<file path="config.mk">
export PLATFORM = sky130hd
export DESIGN_NAME = alux_arbiter_flat
export DESIGN_NICKNAME = d
export VERILOG_FILES = /design/src/rtl/alux_arbiter_if.sv /design/src/rtl/alux_arbiter.sv /design/src/flat_wrapper.sv
export SDC_FILE = /design/constraint.sdc
export NUM_CORES = 1
export LEC_CHECK = 0
export CAP_MARGIN = 20
export CORE_AREA = 2 2 207 209
export DETAILED_ROUTE_END_ITERATION = 10
export DIE_AREA = 0 0 209 211
export PLACE_DENSITY = 0.45
export SYNTH_ARGS = -nofsm -noshare
export SYNTH_HDL_FRONTEND = slang
export SYNTH_SLANG_ARGS = --single-unit
</file>
<file path="constraint.sdc">
create_clock -name clock -period 2.2 [get_ports clock]
set_clock_uncertainty 0.15 [all_clocks]
set_input_delay 0.55 -clock clock [delete_from_list [all_inputs] [get_ports clock]]
set_output_delay 0.55 -clock clock [all_outputs]
set_load 0.01 [all_outputs]
</file>
<file path="src/rtl/alux_arbiter_if.sv">
// Requester, response and ALUX-side signal bundle for alux_arbiter.
// The slave modport is the arbiter; the master modport is its environment.
interface alux_arbiter_if;
    logic        req0_valid;
    logic [3:0]  req0_opr;
    logic [63:0] req0_inA;
    logic [63:0] req0_inB;
    logic        req0_ack;
    logic        req1_valid;
    logic [3:0]  req1_opr;
    logic [63:0] req1_inA;
    logic [63:0] req1_inB;
    logic        req1_ack;
    logic        resp_valid;
    logic [63:0] resp_data;
    logic        resp_id;
    logic        resp_err;
    logic        busy;
    logic [63:0] alux_inA;
    logic [63:0] alux_inB;
    logic [3:0]  alux_opr;
    logic        alux_start;
    logic [63:0] alux_outAB;
    logic        alux_done;

    modport slave (
        input  req0_valid, req0_opr, req0_inA, req0_inB,
        input  req1_valid, req1_opr, req1_inA, req1_inB,
        input  alux_outAB, alux_done,
        output req0_ack, req1_ack,
        output resp_valid, resp_data, resp_id, resp_err, busy,
        output alux_inA, alux_inB, alux_opr, alux_start
    );

    modport master (
        output req0_valid, req0_opr, req0_inA, req0_inB,
        output req1_valid, req1_opr, req1_inA, req1_inB,
        output alux_outAB, alux_done,
        input  req0_ack, req1_ack,
        input  resp_valid, resp_data, resp_id, resp_err, busy,
        input  alux_inA, alux_inB, alux_opr, alux_start
    );
endinterface

</file>
<file path="src/rtl/alux_arbiter.sv">
// Round-robin arbiter sharing one ALUX unit between two requesters, with a
// watchdog that aborts operations ALUX never completes.
module alux_arbiter #(
    parameter int TIMEOUT = 64,
    parameter int SETUP   = 1
) (
    input  logic          clock,
    input  logic          reset,
    alux_arbiter_if.slave bus
);
    localparam int WD_W = $clog2(TIMEOUT + 1);
    localparam int SU_W = (SETUP > 1) ? $clog2(SETUP) : 1;

    localparam logic [2:0] ST_IDLE  = 3'd0;
    localparam logic [2:0] ST_SETUP = 3'd1;
    localparam logic [2:0] ST_WAIT  = 3'd2;
    localparam logic [2:0] ST_DRAIN = 3'd3;
    localparam logic [2:0] ST_RESP  = 3'd4;

    localparam logic [WD_W-1:0] WD_LIMIT = WD_W'(TIMEOUT);
    localparam logic [SU_W-1:0] SU_LAST  = SU_W'(SETUP - 1);

    logic [2:0]      state_r;
    logic [2:0]      state_nx_s;
    logic [WD_W-1:0] wdog_r;
    logic [SU_W-1:0] setup_cnt_r;
    logic            ptr_r;
    logic            id_r;
    logic            grant_s;
    logic            any_valid_s;
    logic            wd_expired_s;

    logic            ack0_r;
    logic            ack1_r;
    logic            resp_valid_r;
    logic [63:0]     resp_data_r;
    logic            resp_id_r;
    logic            resp_err_r;
    logic            busy_r;
    logic [63:0]     inA_r;
    logic [63:0]     inB_r;
    logic [3:0]      opr_r;
    logic            start_r;

    // Grant selection: a lone requester wins, otherwise the pointer decides.
    always_comb begin
        any_valid_s  = bus.req0_valid | bus.req1_valid;
        wd_expired_s = (wdog_r == WD_LIMIT);
        if (bus.req0_valid && bus.req1_valid) begin
            grant_s = ptr_r;
        end else if (bus.req1_valid) begin
            grant_s = 1'b1;
        end else begin
            grant_s = 1'b0;
        end
    end

    // Next-state logic; a done seen on the timeout cycle takes precedence.
    always_comb begin
        state_nx_s = state_r;
        case (state_r)
            ST_IDLE:  state_nx_s = any_valid_s ? ST_SETUP : ST_IDLE;
            ST_SETUP: state_nx_s = (setup_cnt_r == SU_LAST) ? ST_WAIT : ST_SETUP;
            ST_WAIT: begin
                if (bus.alux_done) begin
                    state_nx_s = ST_DRAIN;
                end else if (wd_expired_s) begin
                    state_nx_s = ST_RESP;
                end else begin
                    state_nx_s = ST_WAIT;
                end
            end
            ST_DRAIN: state_nx_s = ST_RESP;
            ST_RESP:  state_nx_s = ST_IDLE;
            default:  state_nx_s = ST_IDLE;
        endcase
    end

    // State register, priority pointer, setup counter and watchdog.
    always_ff @(posedge clock) begin
        if (reset) begin
            state_r     <= ST_IDLE;
            wdog_r      <= {WD_W{1'b0}};
            setup_cnt_r <= {SU_W{1'b0}};
            ptr_r       <= 1'b0;
            id_r        <= 1'b0;
        end else begin
            state_r <= state_nx_s;
            case (state_r)
                ST_IDLE: begin
                    setup_cnt_r <= {SU_W{1'b0}};
                    wdog_r      <= {WD_W{1'b0}};
                    if (any_valid_s) begin
                        ptr_r <= ~grant_s;
                        id_r  <= grant_s;
                    end
                end
                ST_SETUP: setup_cnt_r <= setup_cnt_r + SU_W'(1'b1);
                ST_WAIT: begin
                    if (!bus.alux_done && !wd_expired_s) begin
                        wdog_r <= wdog_r + WD_W'(1'b1);
                    end
                end
                ST_RESP:  wdog_r <= {WD_W{1'b0}};
                default:  wdog_r <= wdog_r;
            endcase
        end
    end

    // Registered outputs toward requesters, response bus and ALUX.
    always_ff @(posedge clock) begin
        if (reset) begin
            ack0_r       <= 1'b0;
            ack1_r       <= 1'b0;
            resp_valid_r <= 1'b0;
            resp_data_r  <= 64'd0;
            resp_id_r    <= 1'b0;
            resp_err_r   <= 1'b0;
            busy_r       <= 1'b0;
            inA_r        <= 64'd0;
            inB_r        <= 64'd0;
            opr_r        <= 4'd0;
            start_r      <= 1'b0;
        end else begin
            ack0_r       <= 1'b0;
            ack1_r       <= 1'b0;
            resp_valid_r <= 1'b0;
            busy_r       <= (state_nx_s != ST_IDLE);
            case (state_r)
                ST_IDLE: begin
                    if (any_valid_s) begin
                        ack0_r <= ~grant_s;
                        ack1_r <= grant_s;
                        inA_r  <= grant_s ? bus.req1_inA : bus.req0_inA;
                        inB_r  <= grant_s ? bus.req1_inB : bus.req0_inB;
                        opr_r  <= grant_s ? bus.req1_opr : bus.req0_opr;
                    end
                end
                ST_SETUP: begin
                    if (setup_cnt_r == SU_LAST) begin
                        start_r <= 1'b1;
                    end
                end
                ST_WAIT: begin
                    if (bus.alux_done) begin
                        start_r <= 1'b0;
                    end else if (wd_expired_s) begin
                        start_r     <= 1'b0;
                        resp_err_r  <= 1'b1;
                        resp_data_r <= 64'd0;
                    end
                end
                // ALUX presents its result one cycle after done
                ST_DRAIN: begin
                    resp_data_r <= bus.alux_outAB;
                    resp_err_r  <= 1'b0;
                end
                ST_RESP: begin
                    resp_valid_r <= 1'b1;
                    resp_id_r    <= id_r;
                end
                default: start_r <= 1'b0;
            endcase
        end
    end

    assign bus.req0_ack   = ack0_r;
    assign bus.req1_ack   = ack1_r;
    assign bus.resp_valid = resp_valid_r;
    assign bus.resp_data  = resp_data_r;
    assign bus.resp_id    = resp_id_r;
    assign bus.resp_err   = resp_err_r;
    assign bus.busy       = busy_r;
    assign bus.alux_inA   = inA_r;
    assign bus.alux_inB   = inB_r;
    assign bus.alux_opr   = opr_r;
    assign bus.alux_start = start_r;
endmodule
</file>
<file path="src/flat_wrapper.sv">
// flat-port wrapper written by rule: the top's interface ports become plain ports
module alux_arbiter_flat 
#(
    parameter int TIMEOUT = 64,
    parameter int SETUP   = 1
)
  (clock, reset, bus_req0_valid, bus_req0_opr, bus_req0_inA, bus_req0_inB, bus_req1_valid, bus_req1_opr, bus_req1_inA, bus_req1_inB, bus_alux_outAB, bus_alux_done, bus_req0_ack, bus_req1_ack, bus_resp_valid, bus_resp_data, bus_resp_id, bus_resp_err, bus_busy, bus_alux_inA, bus_alux_inB, bus_alux_opr, bus_alux_start);
  alux_arbiter_if bus_i ();
  input  logic clock;
  input  logic reset;
  input wire logic [$bits(bus_i.req0_valid)-1:0] bus_req0_valid;
  input wire logic [$bits(bus_i.req0_opr)-1:0] bus_req0_opr;
  input wire logic [$bits(bus_i.req0_inA)-1:0] bus_req0_inA;
  input wire logic [$bits(bus_i.req0_inB)-1:0] bus_req0_inB;
  input wire logic [$bits(bus_i.req1_valid)-1:0] bus_req1_valid;
  input wire logic [$bits(bus_i.req1_opr)-1:0] bus_req1_opr;
  input wire logic [$bits(bus_i.req1_inA)-1:0] bus_req1_inA;
  input wire logic [$bits(bus_i.req1_inB)-1:0] bus_req1_inB;
  input wire logic [$bits(bus_i.alux_outAB)-1:0] bus_alux_outAB;
  input wire logic [$bits(bus_i.alux_done)-1:0] bus_alux_done;
  output wire logic [$bits(bus_i.req0_ack)-1:0] bus_req0_ack;
  output wire logic [$bits(bus_i.req1_ack)-1:0] bus_req1_ack;
  output wire logic [$bits(bus_i.resp_valid)-1:0] bus_resp_valid;
  output wire logic [$bits(bus_i.resp_data)-1:0] bus_resp_data;
  output wire logic [$bits(bus_i.resp_id)-1:0] bus_resp_id;
  output wire logic [$bits(bus_i.resp_err)-1:0] bus_resp_err;
  output wire logic [$bits(bus_i.busy)-1:0] bus_busy;
  output wire logic [$bits(bus_i.alux_inA)-1:0] bus_alux_inA;
  output wire logic [$bits(bus_i.alux_inB)-1:0] bus_alux_inB;
  output wire logic [$bits(bus_i.alux_opr)-1:0] bus_alux_opr;
  output wire logic [$bits(bus_i.alux_start)-1:0] bus_alux_start;
  assign bus_i.req0_valid = bus_req0_valid;
  assign bus_i.req0_opr = bus_req0_opr;
  assign bus_i.req0_inA = bus_req0_inA;
  assign bus_i.req0_inB = bus_req0_inB;
  assign bus_i.req1_valid = bus_req1_valid;
  assign bus_i.req1_opr = bus_req1_opr;
  assign bus_i.req1_inA = bus_req1_inA;
  assign bus_i.req1_inB = bus_req1_inB;
  assign bus_i.alux_outAB = bus_alux_outAB;
  assign bus_i.alux_done = bus_alux_done;
  assign bus_req0_ack = bus_i.req0_ack;
  assign bus_req1_ack = bus_i.req1_ack;
  assign bus_resp_valid = bus_i.resp_valid;
  assign bus_resp_data = bus_i.resp_data;
  assign bus_resp_id = bus_i.resp_id;
  assign bus_resp_err = bus_i.resp_err;
  assign bus_busy = bus_i.busy;
  assign bus_alux_inA = bus_i.alux_inA;
  assign bus_alux_inB = bus_i.alux_inB;
  assign bus_alux_opr = bus_i.alux_opr;
  assign bus_alux_start = bus_i.alux_start;
  alux_arbiter #(.TIMEOUT(TIMEOUT), .SETUP(SETUP)) u_core (.clock(clock), .reset(reset), .bus(bus_i));
endmodule
</file>
==> impl_metrics.yaml, run 1 <==
worst_setup_path:
  arrival_ns: 1.46
  cpMaxStageDelayCell: "clkdlybuf4s50_1"
  cp_top_family: "buffers and inverters"
  critPathKind: "flop to primary output"
  cp-end-kind: "primary output"
  rrSetupSlack_ns: 0.12
  cpPeakStageDelay_ns: 0.58
  critPathBufInv: 1
  crit_required_ns: 1.50
  worstPathCellList: "clkdlybuf4s50_1"
  cp-start-kind: "flop"
  path_max_fanout: 2
power:
  p_clk_share_pct: 36.2
  seqPwrFrac_pct: 36.2
  powerDensity_nw_per_um2: 853
  p_switching_uw: 3540
  switching_share_pct: 28.1
  p_int_uw: 9070
  combinationalPowerShare_pct: 27.6
  p_leak_uw: 0.00616
  peakVddDrop_mv: 0.525
yosys:
  yosysSeqAreaShare_pct: 57.3
  synthCells: 694
  synth-simple-area-share_pct: 9.59
  synth_cell_types: 38
  synthTopCellsByCount: "dfxtp_1, nor2_1, a222oi_1, a22o_1, clkbuf_1"
  syn_nets: 1029
  synth_xor_xnor_area_share_pct: 0.697
  synth_area_um2: 7540
  synth-edff-count: 0
  synth_area_leaders: "dfxtp_1, a222oi_1, a22o_1"
  ys.flop_type: "dfxtp_1"
  synthAdderAreaFrac_pct: 0.332
  synth_top_family_by_area: "compound AO/OA/AOI/OAI gates"
  yosysTopAreaCell: "dfxtp_1"
  ys_seq_elements: 216
  synth_compound_area_share_pct: 27.0
  synth.mux.area_fraction_pct: 0.133
  yosysMostFrequentCell: "dfxtp_1"
  synth_top_cell_area_share_pct: 57.3
  avgSynthCellArea_um2: 10.9
  yosys_warnings: 0
  async_flop_share_pct: 0
min_path:
  hold_class: "input port to flop"
clock_network:
  clkTransAtPathRegs_ns: 0.06
  cts_inserted_buffers: 28
  cts_buffer_depth: 3
  cts_num_sinks: 216
  tritoncts: "yes"
  clockRootBuffer: "clkbuf_16"
  post_cts_buffers: 0
  ctsHtreeMaxLevel: 1
  insertion_delay_ns: 0.55
placed_design:
  dp_cells: 1747
  io_buffers: 535
  gp_congestion: 0.783
  dp_hpwl_mm: 27.9
  postPlaceCellArea_um2: 13800
final_layout:
  fin_nets: 1573
  multi_input_area_um2: 2870
  seq_area_um2: 4330
  layout.cells.non_filler: 1800
  fillers: 4244
  drive_gt1_share_pct: 8.57
  areaGrowthSynthToFinish_pct: 96.0
  postLayoutCellArea_um2: 14800
timing:
  rsz0062_at_grt: "no"
  tightest_slew_ns: 0.711
  fin_crit_sh_pct: 98.2
  finalSetupViolations: 0
  max-slew-margin-rel_pct: 52.6
  fin_crit_ns: 2.16
  final_max_slew_viol_count: 0
  hold_viol: 0
  maxClockFrequency_mhz: 463
floorplan:
  dieWidth_um: 209
  die_h_um: 211
  io-pin-count: 536
  dieArea_um2: 44100
  initial_utilization_pct: 18.1
  core-area_um2: 41800
  placementRows: 75
drt:
  wl_mm: 37.0
  vias_per_cell: 4.55
  drt_iter0_drc: 812
  wl_met2_mm: 19.0
  firstDrtPassIters: 7
  antenna_left: 0
  vias: 8185
  wl_met1_mm: 14.2
  top_layer: "met5"
  wl_met3_mm: 3.02
  drc_errors: 0
  post_drt_wl_per_cell_um: 20.6
global_route:
  grt.total_usage_pct: 15.7
  grt_pass1_vias: 8235
  antenna_found_initial: 3
  grt_max_degree: 128
  grt_pass1_wl_mm: 53.2
  grt-ovfl-total: 0
run_status:
  status: "finished clean"
run:
  drv_cap: 0
-- worst paths after layout --
kind                                         startpoint                  endpoint  depth (start not counted)
worst max-delay path            u_core.bus.alux_inB[27]          bus_alux_inB[27]                          1
worst max register to register         u_core.wdog_r[3]  u_core.bus.resp_data[17]                          5
worst min register to register       u_core.bus.resp_id        u_core.bus.resp_id                          2
worst min-delay path                              reset    u_core.bus.alux_inB[1]                          2
-- what timing repair did --
item | in CTS | in global routing
cloned | 0 | 0
endpoints found under the setup margin | 36 | 33
gates resized for setup | 36 | 33
hold buffers | 0 | 0
-- layer usage --
| layer | vias to the layer above | global-route usage, % |
|---|---|---|
| met2 | 338 | 28.8 |
| met1 | 3947 | 17.6 |
| met4 | 2 | 4.31 |
| li1 | 3853 | - |
| met3 | 45 | 4.65 |
| met5 | - | 0 |
-- power by group through the flow --
stage / Sequential (µW) / Clock, µW / Combinational [µW]
final: 4570 / 4570 / 3480
after global routing: 4620 / 4910 / 3730
after CTS: 4570 / 4730 / 3540
after detailed placement: 4650 / 0 / 3580
after global placement: 4640 / 0 / 3580
after floorplan: 4810 / 0 / 1220
-- per-stage QoR --
stage	hold WS (ns)	power, µW	setup TNS [ns]	setup slack [ns]	util (%)
after floorplan	0.294	6030	0	0.237	-
after global placement	0.300	8220	-15.27	-0.180	33.1
after detailed placement	0.300	8230	-15.87	-0.201	33.1
after CTS	0.0913	12800	0	0.000419	35.2
after global routing	0.115	13300	0	0.000223	35.4
final	0.112	12600	0	0.0402	35.4
-- cell usage in the layout (no fill, tap or decap), types with 13 or more instances in the layout --
cell type / synthesis / layout
dlymetal6s2s_1: 0 / 33
clkbuf_16: 0 / 29
buf_12: 0 / 13
clkdlybuf4s50_1: 0 / 466
a222oi_1: 132 / 132
dfxtp_1: 216 / 215
dlygate4sd2_1: 0 / 35
nor2_1: 143 / 143
buf_4: 0 / 43
a22o_1: 64 / 64
-- state kept, by name, indices dropped and copies added (netlist names) --
| name | cells |
|---|---|
| u_core.wdog_r | 7 |
| u_core.bus.alux_start | 1 |
| u_core.bus.alux_inA | 64 |
| u_core.bus.req0_ack | 1 |
| u_core.bus.resp_id | 1 |
| u_core.state_r | 3 |
| u_core.bus.busy | 1 |
| u_core.setup_cnt_r | 1 |
| u_core.bus.req1_ack | 1 |
| u_core.bus.resp_err | 1 |
| u_core.bus.alux_inB | 64 |
| u_core.bus.resp_data | 64 |
| u_core.id_r | 1 |
| u_core.bus.alux_opr | 4 |
| u_core.bus.resp_valid | 1 |
| u_core.ptr_r | 1 |
-- kinds of logic after synthesis --
kind of cell	after synthesis
xor+xnor	6
compound gates	217
fa+ha+maj	2
simple gates	172
mux	1
flops	216
buf+inv	80
-- final cells by class --
type / count / share of cell area [%]
diodes: 1 / 0.0169
clock buffers: 46 / 5.88
clock inverters: 6 / 0.389
inverters: 4 / 0.102
multi-input cells: 398 / 19.4
flip-flops and latches: 216 / 29.3
well taps: 539 / 4.56
repair buffers: 590 / 40.4
Power figures use the tool's default switching activity.
==> run 2: changes to the inputs <==
Settings changed: CTS_BUF_LIST set to sky130_fd_sc_hd__clkbuf_8.
==> run 2 against run 1 <==
  * Sequential power about the same
  * Total power decreased by 4.2%
  * Setup slack improved by 0.079 ns
  * Final cell count increased by 1.4%
  * Critical path type is now flop to flop
  * Largest cell class unchanged
==> impl_metrics.yaml, run 2 (same netlist as run 1, synthesis figures left out) <==
run_status:
  status: "finished clean"
worst_setup_path:
  crit_required_ns: 2.51
  critPathKind: "flop to flop"
  r2r-start: "u_core.wdog_r[3]"
  arrival_ns: 2.39
  timing.rr.end: "u_core.bus.resp_data[19]"
  cp-end-kind: "flop"
  rrSetupSlack_ns: 0.12
  worstRegToRegCells: 5
  path_max_fanout: 39
  cp-start-kind: "flop"
drt:
  vias_per_cell: 4.52
  wl_met1_mm: 14.1
  post_drt_wl_per_cell_um: 20.4
  wl_mm: 37.2
  wl_met2_mm: 18.9
  antenna_left: 0
  drc_errors: 0
  wl_met3_mm: 3.26
  firstDrtPassIters: 8
  drt_iter0_drc: 819
  vias: 8247
  top_layer: "met4"
power:
  seqPwrFrac_pct: 37.7
  p_int_uw: 8530
  p_leak_uw: 0.00657
  p_clk_share_pct: 35.1
  peakVddDrop_mv: 0.382
  p_switching_uw: 3560
  switching_share_pct: 29.4
  combinationalPowerShare_pct: 27.2
  powerDensity_nw_per_um2: 833
floorplan:
  dieWidth_um: 209
  core-area_um2: 41800
  initial_utilization_pct: 18.1
  dieArea_um2: 44100
  placementRows: 75
  die_h_um: 211
  io-pin-count: 536
clock_network:
  clkTransAtPathRegs_ns: 0.06
  cts_buffer_depth: 3
  ctsHtreeMaxLevel: 2
  clockRootBuffer: "clkbuf_8"
  cts_num_sinks: 216
  post_cts_buffers: 0
  insertion_delay_ns: 0.58
  tritoncts: "yes"
  cts_inserted_buffers: 42
placed_design:
  dp_hpwl_mm: 27.9
  gp_congestion: 0.783
  io_buffers: 535
  postPlaceCellArea_um2: 13800
final_layout:
  mostFrequentLayoutCells: "clkdlybuf4s50_1, dfxtp_1, dlygate4sd2_1"
  final_core_util_pct: 34.8
  drive_gt1_share_pct: 9.81
  final_common_cell: "clkdlybuf4s50_1"
  postLayoutCellArea_um2: 14500
  fin_nets: 1587
  areaGrowthSynthToFinish_pct: 92.4
global_route:
  antenna_found_initial: 1
  grt_max_degree: 128
  grt-ovfl-total: 0
  grt.total_usage_pct: 16.0
  grt_pass1_wl_mm: 53.5
  grt_pass1_vias: 8375
min_path:
  hold_class: "input port to flop"
  hp-start: "reset"
  whs_path_depth: 2
  whs_endpoint: "u_core.bus.resp_err"
timing:
  fin_crit_ns: 2.08
  maxClockFrequency_mhz: 480
  rsz0062_at_grt: "no"
  hold_viol: 0
  finalSetupViolations: 0
  final_max_slew_viol_count: 0
  tightest_slew_ns: 0.741
  fin_crit_sh_pct: 94.6
  max-slew-margin-rel_pct: 50.6
run:
  drv_cap: 0
run 2: cell types whose count changed in the layout (fill, tap and decap cells not counted), sizes merged:
cell,previous run,this run
clkbuf,46,58
clkinvlp,1,0
clkinv,4,2
clkdlybuf4s50,466,331
inv,4,20
dlygate4sd2,35,189
dlymetal6s2s,33,14
run 2: through the flow:
stage	hold WS (ns)	total power [µW]	setup TNS, ns	setup WS (ns)	instances
floorplan	0.294	6030	0	0.237	694
global placement	0.300	8220	-15.27	-0.180	1747
detailed placement	0.300	8230	-15.87	-0.201	1747
CTS	0.0269	12300	0	0.00101	1824
global route	0.0495	12800	0	0.0534	1825
finish	0.0827	12100	0	0.119	1825
run 2: critical path, cell delays in order, from the launching register on:
cell     delay, ns
dfxtp_1       0.35
or4b_4        0.58
o31ai_4       0.29
a21oi_4       0.12
buf_12        0.19
a22o_1        0.25
run 2: layer usage:
layer / up-vias / global-route usage [%]
met5: - / 0
met4: 0 / 5.37
met3: 69 / 5.99
met2: 351 / 28.7
met1: 3946 / 17.3
li1: 3881 / -
run 2: worst max-delay path by stage:
stage / startpoint / end / depth (start not counted)
final: u_core.wdog_r[3] / u_core.bus.resp_data[19] / 5
after global routing: u_core.wdog_r[3] / u_core.bus.resp_data[17] / 5
after CTS: u_core.bus.resp_data[14] / bus_resp_data[14] / 1
after detailed placement: bus_req1_valid / u_core.bus.alux_inA[30] / 7
after global placement: bus_req1_valid / u_core.bus.alux_inA[30] / 7
after floorplan: u_core.wdog_r[2] / u_core.bus.resp_data[10] / 5
run 2: power by group through the flow:
stage	Clock [µW]	Sequential, µW	Combinational (µW)
floorplan	0	4810	1220
global placement	0	4640	3580
detailed placement	0	4650	3580
CTS	4440	4560	3330
global route	4610	4610	3540
finish	4250	4560	3280
run 2: final cells by class:
class | instances | area, µm²
fillers | 4338 | 27200
repair buffers | 590 | 5730
flip-flops and latches | 216 | 4330
multi-input cells | 398 | 2870
clock buffers | 58 | 798
well taps | 539 | 674
clock inverters | 19 | 100
inverters | 4 | 15.0
diodes | 1 | 2.50
run 2: timing repair:
action,CTS,global route
hold buffers,0,0
endpoints found under the setup margin,189,14
gates cloned,0,0
gates resized for setup,190,14
